File: src/rtl/seq_divider4.sv
// Multi-cycle unsigned 4-bit restoring divider: one trial subtraction per clock,
// four iterations, start/done handshake with quotient, remainder and divide-by-zero flag.
module seq_divider4 (
  input  logic       clk,
  input  logic       rst,
  input  logic       start,
  input  logic [3:0] dividend,
  input  logic [3:0] divisor,
  output logic       busy,
  output logic       done,
  output logic [3:0] quotient,
  output logic [3:0] remainder,
  output logic       div_by_zero
);

  typedef enum logic [1:0] {IDLE, RUN, DONE} state_t;

  state_t     state, next_state;
  logic [3:0] a_sh;
  logic [3:0] b_reg;
  logic [3:0] r;
  logic [2:0] q;
  logic [1:0] count;

  logic       accept;
  logic [4:0] trial;
  logic [4:0] diff;
  logic       borrow;
  logic [3:0] r_next;
  logic       q_bit;

  // One restoring step: the borrow out of the trial subtraction picks the quotient bit.
  always_comb begin
    accept = start && (state != RUN);
    trial  = {r, a_sh[3]};
    diff   = trial - {1'b0, b_reg};
    borrow = diff[4];
    r_next = borrow ? trial[3:0] : diff[3:0];
    q_bit  = ~borrow;
  end

  always_ff @(posedge clk or posedge rst) begin
    if (rst) state <= IDLE;
    else     state <= next_state;
  end

  always_comb begin
    next_state = state;
    busy       = 1'b0;
    done       = 1'b0;
    case (state)
      IDLE: begin
        if (accept) next_state = (divisor == 4'd0) ? DONE : RUN;
      end
      RUN: begin
        busy = 1'b1;
        if (count == 2'd0) next_state = DONE;
      end
      DONE: begin
        done = 1'b1;
        if (accept) next_state = (divisor == 4'd0) ? DONE : RUN;
        else        next_state = IDLE;
      end
      default: next_state = IDLE;
    endcase
  end

  // Result registers are only written on entry to DONE, so they hold through a following RUN.
  always_ff @(posedge clk or posedge rst) begin
    if (rst) begin
      a_sh        <= 4'd0;
      b_reg       <= 4'd0;
      r           <= 4'd0;
      q           <= 3'd0;
      count       <= 2'd0;
      quotient    <= 4'd0;
      remainder   <= 4'd0;
      div_by_zero <= 1'b0;
    end else if (accept) begin
      if (divisor != 4'd0) begin
        a_sh  <= dividend;
        b_reg <= divisor;
        r     <= 4'd0;
        q     <= 3'd0;
        count <= 2'd3;
      end else begin
        quotient    <= 4'hF;
        remainder   <= dividend;
        div_by_zero <= 1'b1;
      end
    end else if (state == RUN) begin
      a_sh  <= {a_sh[2:0], 1'b0};
      r     <= r_next;
      q     <= {q[1:0], q_bit};
      count <= count - 2'd1;
      if (count == 2'd0) begin
        quotient    <= {q, q_bit};
        remainder   <= r_next;
        div_by_zero <= 1'b0;
      end
    end
  end

endmodule

File: config.mk
export PLATFORM = sky130hd
export DESIGN_NAME = seq_divider4
export DESIGN_NICKNAME = d
export VERILOG_FILES = /design/src/rtl/seq_divider4.sv
export SDC_FILE = /design/constraint.sdc
export NUM_CORES = 1
export LEC_CHECK = 0
export BUFFER_PORTS_ARGS = -buffer_cell sky130_fd_sc_hd__buf_2
export CORE_MARGIN = 1.5
export CORE_UTILIZATION = 35
export CTS_BUF_LIST = sky130_fd_sc_hd__clkbuf_2
export DETAILED_ROUTE_END_ITERATION = 10
export PLACE_DENSITY_LB_ADDON = 0.1
export SETUP_SLACK_MARGIN = 0.3
export SLEW_MARGIN = 20
export SYNTH_ARGS = -nofsm -noshare
export SYNTH_HDL_FRONTEND = slang
export SYNTH_SLANG_ARGS = --single-unit
File: constraint.sdc
create_clock -name clk -period 4.3 [get_ports clk]
set_clock_uncertainty 0.2 [all_clocks]
set_input_delay 0.86 -clock clk [delete_from_list [all_inputs] [get_ports clk]]
set_output_delay 0.86 -clock clk [all_outputs]
set_load 0.005 [all_outputs]
* Yosys cells after proc, flatten, opt, wreduce, memory -nomap -nowiden
Cells that the tools add are included.
** Storage, ports and cells
- Bits in registers :: 28
- Input port bits :: 11
- Output and inout bits :: 11
** Cells by class
- Add/subtract/negate cells :: 2
- Eq/ne operators :: 7
- Muxes and demuxes :: 32
- Bitwise operators :: 1
- Reductions and logical operators :: 11
** Operators by type and width (count)
- 2-to-1 mux 4 bit :: 15
- 2-to-1 mux 2 bit :: 7
- 2-to-1 mux 3 bit :: 3
- 2-to-1 mux 1 bit :: 6
- inequality test 2 bit, second input constant :: 3
- case mux 2 bit (3 select lines) :: 1
- AND reduction 2 bit :: 3
- subtractor 5 x 4 -> 5 bit :: 1
- zero test 2 bit :: 2
- zero test 4 bit :: 1
- inequality test 2 x 1 -> 1 bit, second input constant :: 2
- nonzero test 2 bit :: 2
- nonzero test 4 bit :: 1
- AND reduction 3 bit :: 1
- equality test 2 x 1 -> 1 bit, second input constant :: 1
- equality test 2 bit, second input constant :: 1
- subtractor 2 x 1 -> 2 bit, second input constant :: 1
- logical AND 1 bit :: 1
- inverter 1 bit :: 1

* Longest topological paths before layout
Gate-level depths: netlist of the first run.
- Depth after elaboration :: 5
- Mapped depth :: 8
- Depth with buffers taken out :: 8

* Worst setup path before layout of the first run
OpenSTA, ideal clock, no wires.
- Kind :: reg2reg
- Start point :: reg a_sh[3]
- End point :: reg remainder[3]
- Setup time :: 0.140 ns
- Data arrival time :: 2.064 ns
- Required time :: 3.960 ns
- Slack :: 1.896 ns
- Cell stages (with the launch flop) :: 9
- Path buffers :: 0
- Path through :: dfrtp_1 inv_1 ha_1 fa_1 nand2b_1 a21oi_4 xor2_4 a2111oi_0 o22ai_1
** Between the ends
- Longest elaborated chain between the ends :: 5
** Ends and longest elaborated chain
- from (decl) :: RTL line 19 : logic [3:0] a_sh;
- from (signal assigned) :: RTL line 81 : a_sh <= dividend;
- from (signal assigned) :: RTL line 92 : a_sh <= {a_sh[2:0], 1'b0};
- subtractor 5 x 4 -> 5 bit :: RTL line 36 : diff = trial - {1'b0, b_reg};
- 2-to-1 mux 4 bit :: RTL line 38 : r_next = borrow ? trial[3:0] : diff[3:0];
- 2-to-1 mux 4 bit :: RTL line 96 : if (count == 2'd0) begin
- 2-to-1 mux 4 bit :: RTL line 91 : end else if (state == RUN) begin
- 2-to-1 mux 4 bit :: RTL line 79 : end else if (accept) begin
- to (signal assigned) :: RTL line 88 : remainder <= dividend;
- to (signal assigned) :: RTL line 98 : remainder <= r_next;
- to (decl) :: RTL line 12 : output logic [3:0] remainder,
Every way passes these cells. The select of a mux whose other input is x is not followed.
A chain may end at the register's enable or synchronous reset.

* Final worst setup path of the first run
Same ends and word-level chain as after synthesis.

==> results of run 1 <==
==> metal layers <==
layer,track usage (%),routed length (um)
met5,0,0
met4,3.922,31
met3,2.047,85
met2,22.86,1499
met1,19.65,1597
==> cell type report <==
| type | count | area (um^2) | share of cell area [%] |
|---|---|---|---|
| clock buffers | 3 | 15.01 | 0.8975 |
| clock inverters | 1 | 30.03 | 1.795 |
| inverters | 10 | 37.54 | 2.244 |
| multi-input cells | 99 | 721.9 | 43.16 |
| flip-flops and latches | 28 | 700.7 | 41.88 |
| well taps | 50 | 62.56 | 3.740 |
| repair buffers | 21 | 105.1 | 6.283 |
==> logic make-up after synthesis <==
group	count (synthesis)	share of synthesized area, %
adder cells (fa/ha/maj)	6	5.414
AO/OA/AOI/OAI	36	19.61
XOR/XNOR	3	2.954
multiplexers	6	3.938
flip-flops	28	45.94
AND/OR/NAND/NOR	48	15.42
buffers and inverters	17	6.726
==> cells in the final DEF (no fill, tap or decap), types with 2 or more instances in the layout <==
master	netlist	routed
dfrtp_1	28	28
nand2_1	24	24
buf_2	1	21
inv_1	10	9
o21ai_0	8	8
nor2_1	7	7
mux2i_1	6	6
ha_1	5	5
o21ai_2	4	4
o22a_1	4	4
and3_1	3	3
a22o_1	3	3
clkbuf_2	0	3
a21oi_1	2	2
nand2b_1	2	2
a21oi_4	2	2
a22o_2	2	2
nor3_1	2	2
nor4_1	2	2
nor4b_1	2	2
a41oi_2	2	2
==> power by group through the flow <==
stage	registers, uW	logic [uW]	clock network (uW)
CTS	465	746	168
finish	463	739	165
global placement	470	734	0
floorplan	455	599	0
global route	483	831	179
detailed placement	471	742	0
==> metrics by stage <==
step | setup WS (ns) | area [um^2] | cells | hold slack [ns] | utilization (%)
after CTS | 1.657 | 1673 | 212 | 0.3242 | 40.94
after detailed placement | 1.587 | 1628 | 208 | 0.2715 | 39.83
final | 1.667 | 1673 | 212 | 0.2832 | 40.94
after global routing | 1.472 | 1673 | 212 | 0.2836 | 40.94
after global placement | 1.578 | 1628 | 208 | 0.2675 | 39.83
after floorplan | 1.896 | 1525 | 144 | 0.2457 | -
==> worst max-delay path, cell delays in order, from the launching register on <==
cell and delay [ns]:
dfrtp_1 0.42, inv_1 0.07, ha_1 0.23, fa_1 0.40, nand2b_1 0.19, a21oi_4 0.30
xor2_4 0.18, a2111oi_0 0.47, o22ai_1 0.11
==> worst paths after layout <==
path                                      from                  endpoint  slack, ns  cells after the start
min in group clk           a_sh[2]$_DFFE_PP0P_       a_sh[2]$_DFFE_PP0P_       0.32                      2
max reg2reg                a_sh[3]$_DFFE_PP0P_  remainder[3]$_DFFE_PP0P_       1.67                      8
max in group asynchronous                  rst      b_reg[0]$_DFFE_PP0N_       3.21                      2
max                        a_sh[3]$_DFFE_PP0P_  remainder[3]$_DFFE_PP0P_       1.67                      8
min                                        rst          q[0]$_DFFE_PP0P_       0.28                      2
min reg2reg                a_sh[2]$_DFFE_PP0P_       a_sh[2]$_DFFE_PP0P_       0.32                      2
==> reports/qor.yml, run 1 <==
outcome: "complete, no violations"
fin_nets: 180
avgSynthCellArea_um2: 10.59
post_cts_buffers: 0
yosysTopAreaCell: "dfrtp_1"
grt_overflow_total: 0
ys.flop_type: "dfrtp_1"
start_util_pct: 37.32
dr.pass1.iters: 4
grt_first_pass_wirelength_um: 5595
yosysMostFrequentCell: "dfrtp_1"
power_frac_comb_pct: 54.0
netlist_top_cells_area: "dfrtp_1 46%, nand2_1 5.9%, ha_1 4.1%"
vias_per_cell: 5.340
route.detailed.drc: 0
p_int_uw: 785.5
max_freq_ghz: 0.3799
synthArstFlopShare_pct: 100.0
cts_hold_buf: 0
portBuffers: 21
clkTransAtPathRegs_ns: 0.29
wl_per_cell_um: 15.17
area_delta_synth_final_pct: 9.680
fillers: 431
die_y_um: 69.02
synth_edf_count: 0
drt_iter0_drc: 52
critPathMaxFanout: 9
power_switching_uw: 582.2
die_area_mm2: 0.004763
finalCriticalPeriod_ns: 2.633
layout_worst_path_cycle_share_pct: 61.22
leakage_uw: 0.0007758
tightest_slew_ns: 0.6380
netlist.area_leader.share_pct: 45.94
ios: 22
ir_worst_vdd_v: 0.0003063
hold_path.class: "primary input to asynchronous set/reset pin"
clk_latency_ns: 0.38
critPathKind: "register to register"
power.share.clock_pct: 12.1
critPathRequiredTime_ns: 4.41
cts_tree: "built"
syn_inst: 144
antenna_found_initial: 0
start_kind: "register"
synth_warnings: 0
p_sw_share_pct: 42.57
insertedDiodeCount: 0
cts_resized: 0
ant_nets: 0
numCtsBuffers: 3
grt_pass1_vias: 1186
p_per_area_mw_per_mm2: 817.6
finalSetupTns_ns: 0
yosys-top-cells-count: "28 x dfrtp_1, 24 x nand2_1, 10 x inv_1"
ys_ff_latch: 28
drive_gt1_share_pct: 25.31
finalSetupViolCount: 0
slew_violations: 0
rsz0062_at_grt: "false"
grt_max_degree: 29
vias: 1132
yosysSeqAreaShare_pct: 45.94
htreeDepth: 1
end_kind: "register"
relSlewSlack_pct: 57.47
track_usage_pct: 14.10
gp_congestion: 0.8189
row_count: 23
cp.arrival_ns: 2.74
synth_area_mm2: 0.001525
cts.path.max_buffers: 2
hold_viol_final: 0
dpl.hpwl_um: 2328
syn-num-nets: 161
die_width_um: 69.02
cts_sinks: 28
drv_cap: 0
root_buffer: "clkbuf_2"
power_uw: 1368
ys_types: 41
coreArea_mm2: 0.004086
seqPwrFrac_pct: 33.9
routed_wl_um: 3215
(Power assumes the default switching activity.)
==> run 2: changes to the inputs <==
Clock period 4.3 ns to 2.7 ns, I/O delays scaled along.
==> run 2 against run 1 <==
Against the previous run:
- routed wire length increased by 2.4%
- sequential power increased by 61%
- critical endpoint is now remainder[2]$_DFFE_PP0P_
- sequential cell count unchanged
- core utilization increased by 2.8 points
- critical path depth decreased by 1
- highest routed layer unchanged
==> reports/qor.yml, run 2 (synthesis results as in run 1) <==
p_per_area_mw_per_mm2: 1366  # +67%
route.detailed.drc: 0  # unchanged
finalSetupViolCount: 0  # unchanged
rsz0062_at_grt: "true"
finalSetupTns_ns: 0  # unchanged
cts_tree: "built"
start_kind: "register"
die_area_mm2: 0.004763  # unchanged
gp_congestion: 0.8538  # +4.3%
critPathMaxFanout: 6  # -3
fin_nets: 188  # +4.4%
track_usage_pct: 14.65  # +0.55 points
crit_path_max_incr_delay_ns: 0.48  # about the same
layout_worst_path_cycle_share_pct: 87.63  # +26 points
grt_first_pass_wirelength_um: 5706  # +2.0%
dr.pass1.iters: 4  # unchanged
grt_pass1_vias: 1201  # +1.3%
max_freq_ghz: 0.4227  # +11%
mostFrequentLayoutCells: "28 x dfrtp_1, 24 x nand2_1, 21 x buf_2"
portBuffers: 21  # unchanged
grt_overflow_total: 0  # unchanged
coreArea_mm2: 0.004086  # unchanged
fillers: 412  # -4.4%
critPathKind: "register to register"
mostFrequentLayoutCell: "dfrtp_1"
grt_max_degree: 29  # unchanged
start_util_pct: 37.32  # unchanged
dpl.hpwl_um: 2316  # -0.49%
die_y_um: 69.02  # unchanged
vias_per_cell: 5.145  # -3.6%
clkTransAtPathRegs_ns: 0.29  # about the same
cts_sinks: 28  # unchanged
htreeDepth: 1  # unchanged
tightest_slew_ns: 0.7096  # +0.07162 ns
slew_violations: 0  # unchanged
row_count: 23  # unchanged
outcome: "complete, no violations"
critPathRequiredTime_ns: 2.81  # -1.60 ns
cp.arrival_ns: 2.47  # -0.27 ns
vias: 1132  # unchanged
clk_latency_ns: 0.38  # about the same
ir_worst_vdd_v: 0.0004410  # +44%
insertedDiodeCount: 0  # unchanged
end_kind: "register"
wl_per_cell_um: 14.97  # -1.3%
area_delta_synth_final_pct: 17.31
leakage_uw: 0.0008228  # +6.1%
die_width_um: 69.02  # unchanged
whs_ns: 0.1369  # -0.1463 ns
drt_iter0_drc: 44  # -15%
cp_cell_sequence: "ha_4 > fa_2 > nand2b_4 > a21oi_4 > xor2_4 > mux2i_1 > a31oi_1"
drv_cap: 0  # unchanged
routed_wl_um: 3293  # +2.4%
hold_path.class: "primary input to register"
relSlewSlack_pct: 52.69  # -4.8 points
finalCriticalPeriod_ns: 2.366  # -0.2666 ns
ant_nets: 0  # unchanged
antenna_found_initial: 0  # unchanged
drive_gt1_share_pct: 31.76  # +6.5 points
ios: 22  # unchanged
cts.path.max_buffers: 2  # unchanged
crit_slowest_cell: "dfrtp_1"
root_buffer: "clkbuf_2"
numCtsBuffers: 3  # unchanged
hold_viol_final: 0  # unchanged
[run 2: repair_timing]
item	CTS	global route
resized for setup	3	6
hold buffers	1	0
endpoints found under the setup margin	7	6
hold endpoints to repair	28	0
pin swaps	1	6
setup buffers	4	1
[run 2: critical path: cells and delay by family (launching register included)]
kind,cells,cell delay (ns)
adder cells (fa/ha/maj),2,0.54
flip-flops,1,0.48
AO/OA/AOI/OAI,2,0.34
XOR/XNOR,1,0.30
multiplexers,1,0.27
AND/OR/NAND/NOR,1,0.16
[run 2: where the power goes]
part | switching (uW) | internal, uW | total (uW)
registers | 136 | 611 | 747
clock network | 137 | 127 | 265
logic | 742 | 690 | 1430
[run 2: area by class of cell]
| type | count | area [um^2] | share of cell area, % |
|---|---|---|---|
| Sequential cell | 28 | 700.7 | 39.16 |
| Timing Repair Buffer | 29 | 171.4 | 9.580 |
| Tap cell | 50 | 62.56 | 3.496 |
| Multi-Input combinational cell | 99 | 768.2 | 42.94 |
| Clock buffer | 3 | 15.01 | 0.8392 |
| Inverter | 10 | 41.29 | 2.308 |
| Clock inverter | 1 | 30.03 | 1.678 |
[run 2: per-layer routing]
metal | vias up | wire, um | track usage (%)
li1 | 559 | - | -
met1 | 555 | 1688 | 20.83
met2 | 16 | 1517 | 22.65
met3 | 2 | 69 | 2.193
met4 | 0 | 19 | 5.229
met5 | - | 0 | 0
[run 2: final timing paths]
kind                       cells past startpoint                        to  slack (ns)            startpoint
max                                            7  remainder[2]$_DFFE_PP0P_        0.33  b_reg[0]$_DFFE_PP0N_
min reg2reg                                    2       a_sh[2]$_DFFE_PP0P_        0.32   a_sh[2]$_DFFE_PP0P_
min                                            3      b_reg[1]$_DFFE_PP0N_        0.14            divisor[1]
max in group asynchronous                      4          r[0]$_DFFE_PP0P_        1.54                   rst
min in group asynchronous                      4       a_sh[1]$_DFFE_PP0P_        0.50                   rst
max reg2reg                                    7  remainder[2]$_DFFE_PP0P_        0.33  b_reg[0]$_DFFE_PP0N_
[run 2: through the flow]
step           area, um^2  power [uW]  std cells  utilization [%]  setup WS, ns
2_1_floorplan        1531        1709        144                -        0.3125
3_3_place_gp         1649        1946        210            40.36        0.2061
3_5_place_dp         1649        1971        210            40.36       0.06350
4_1_cts              1757        2396        219            42.99        0.3137
5_1_grt              1789        2657        220            43.78        0.2679
6_report             1789        2444        220            43.78        0.3341
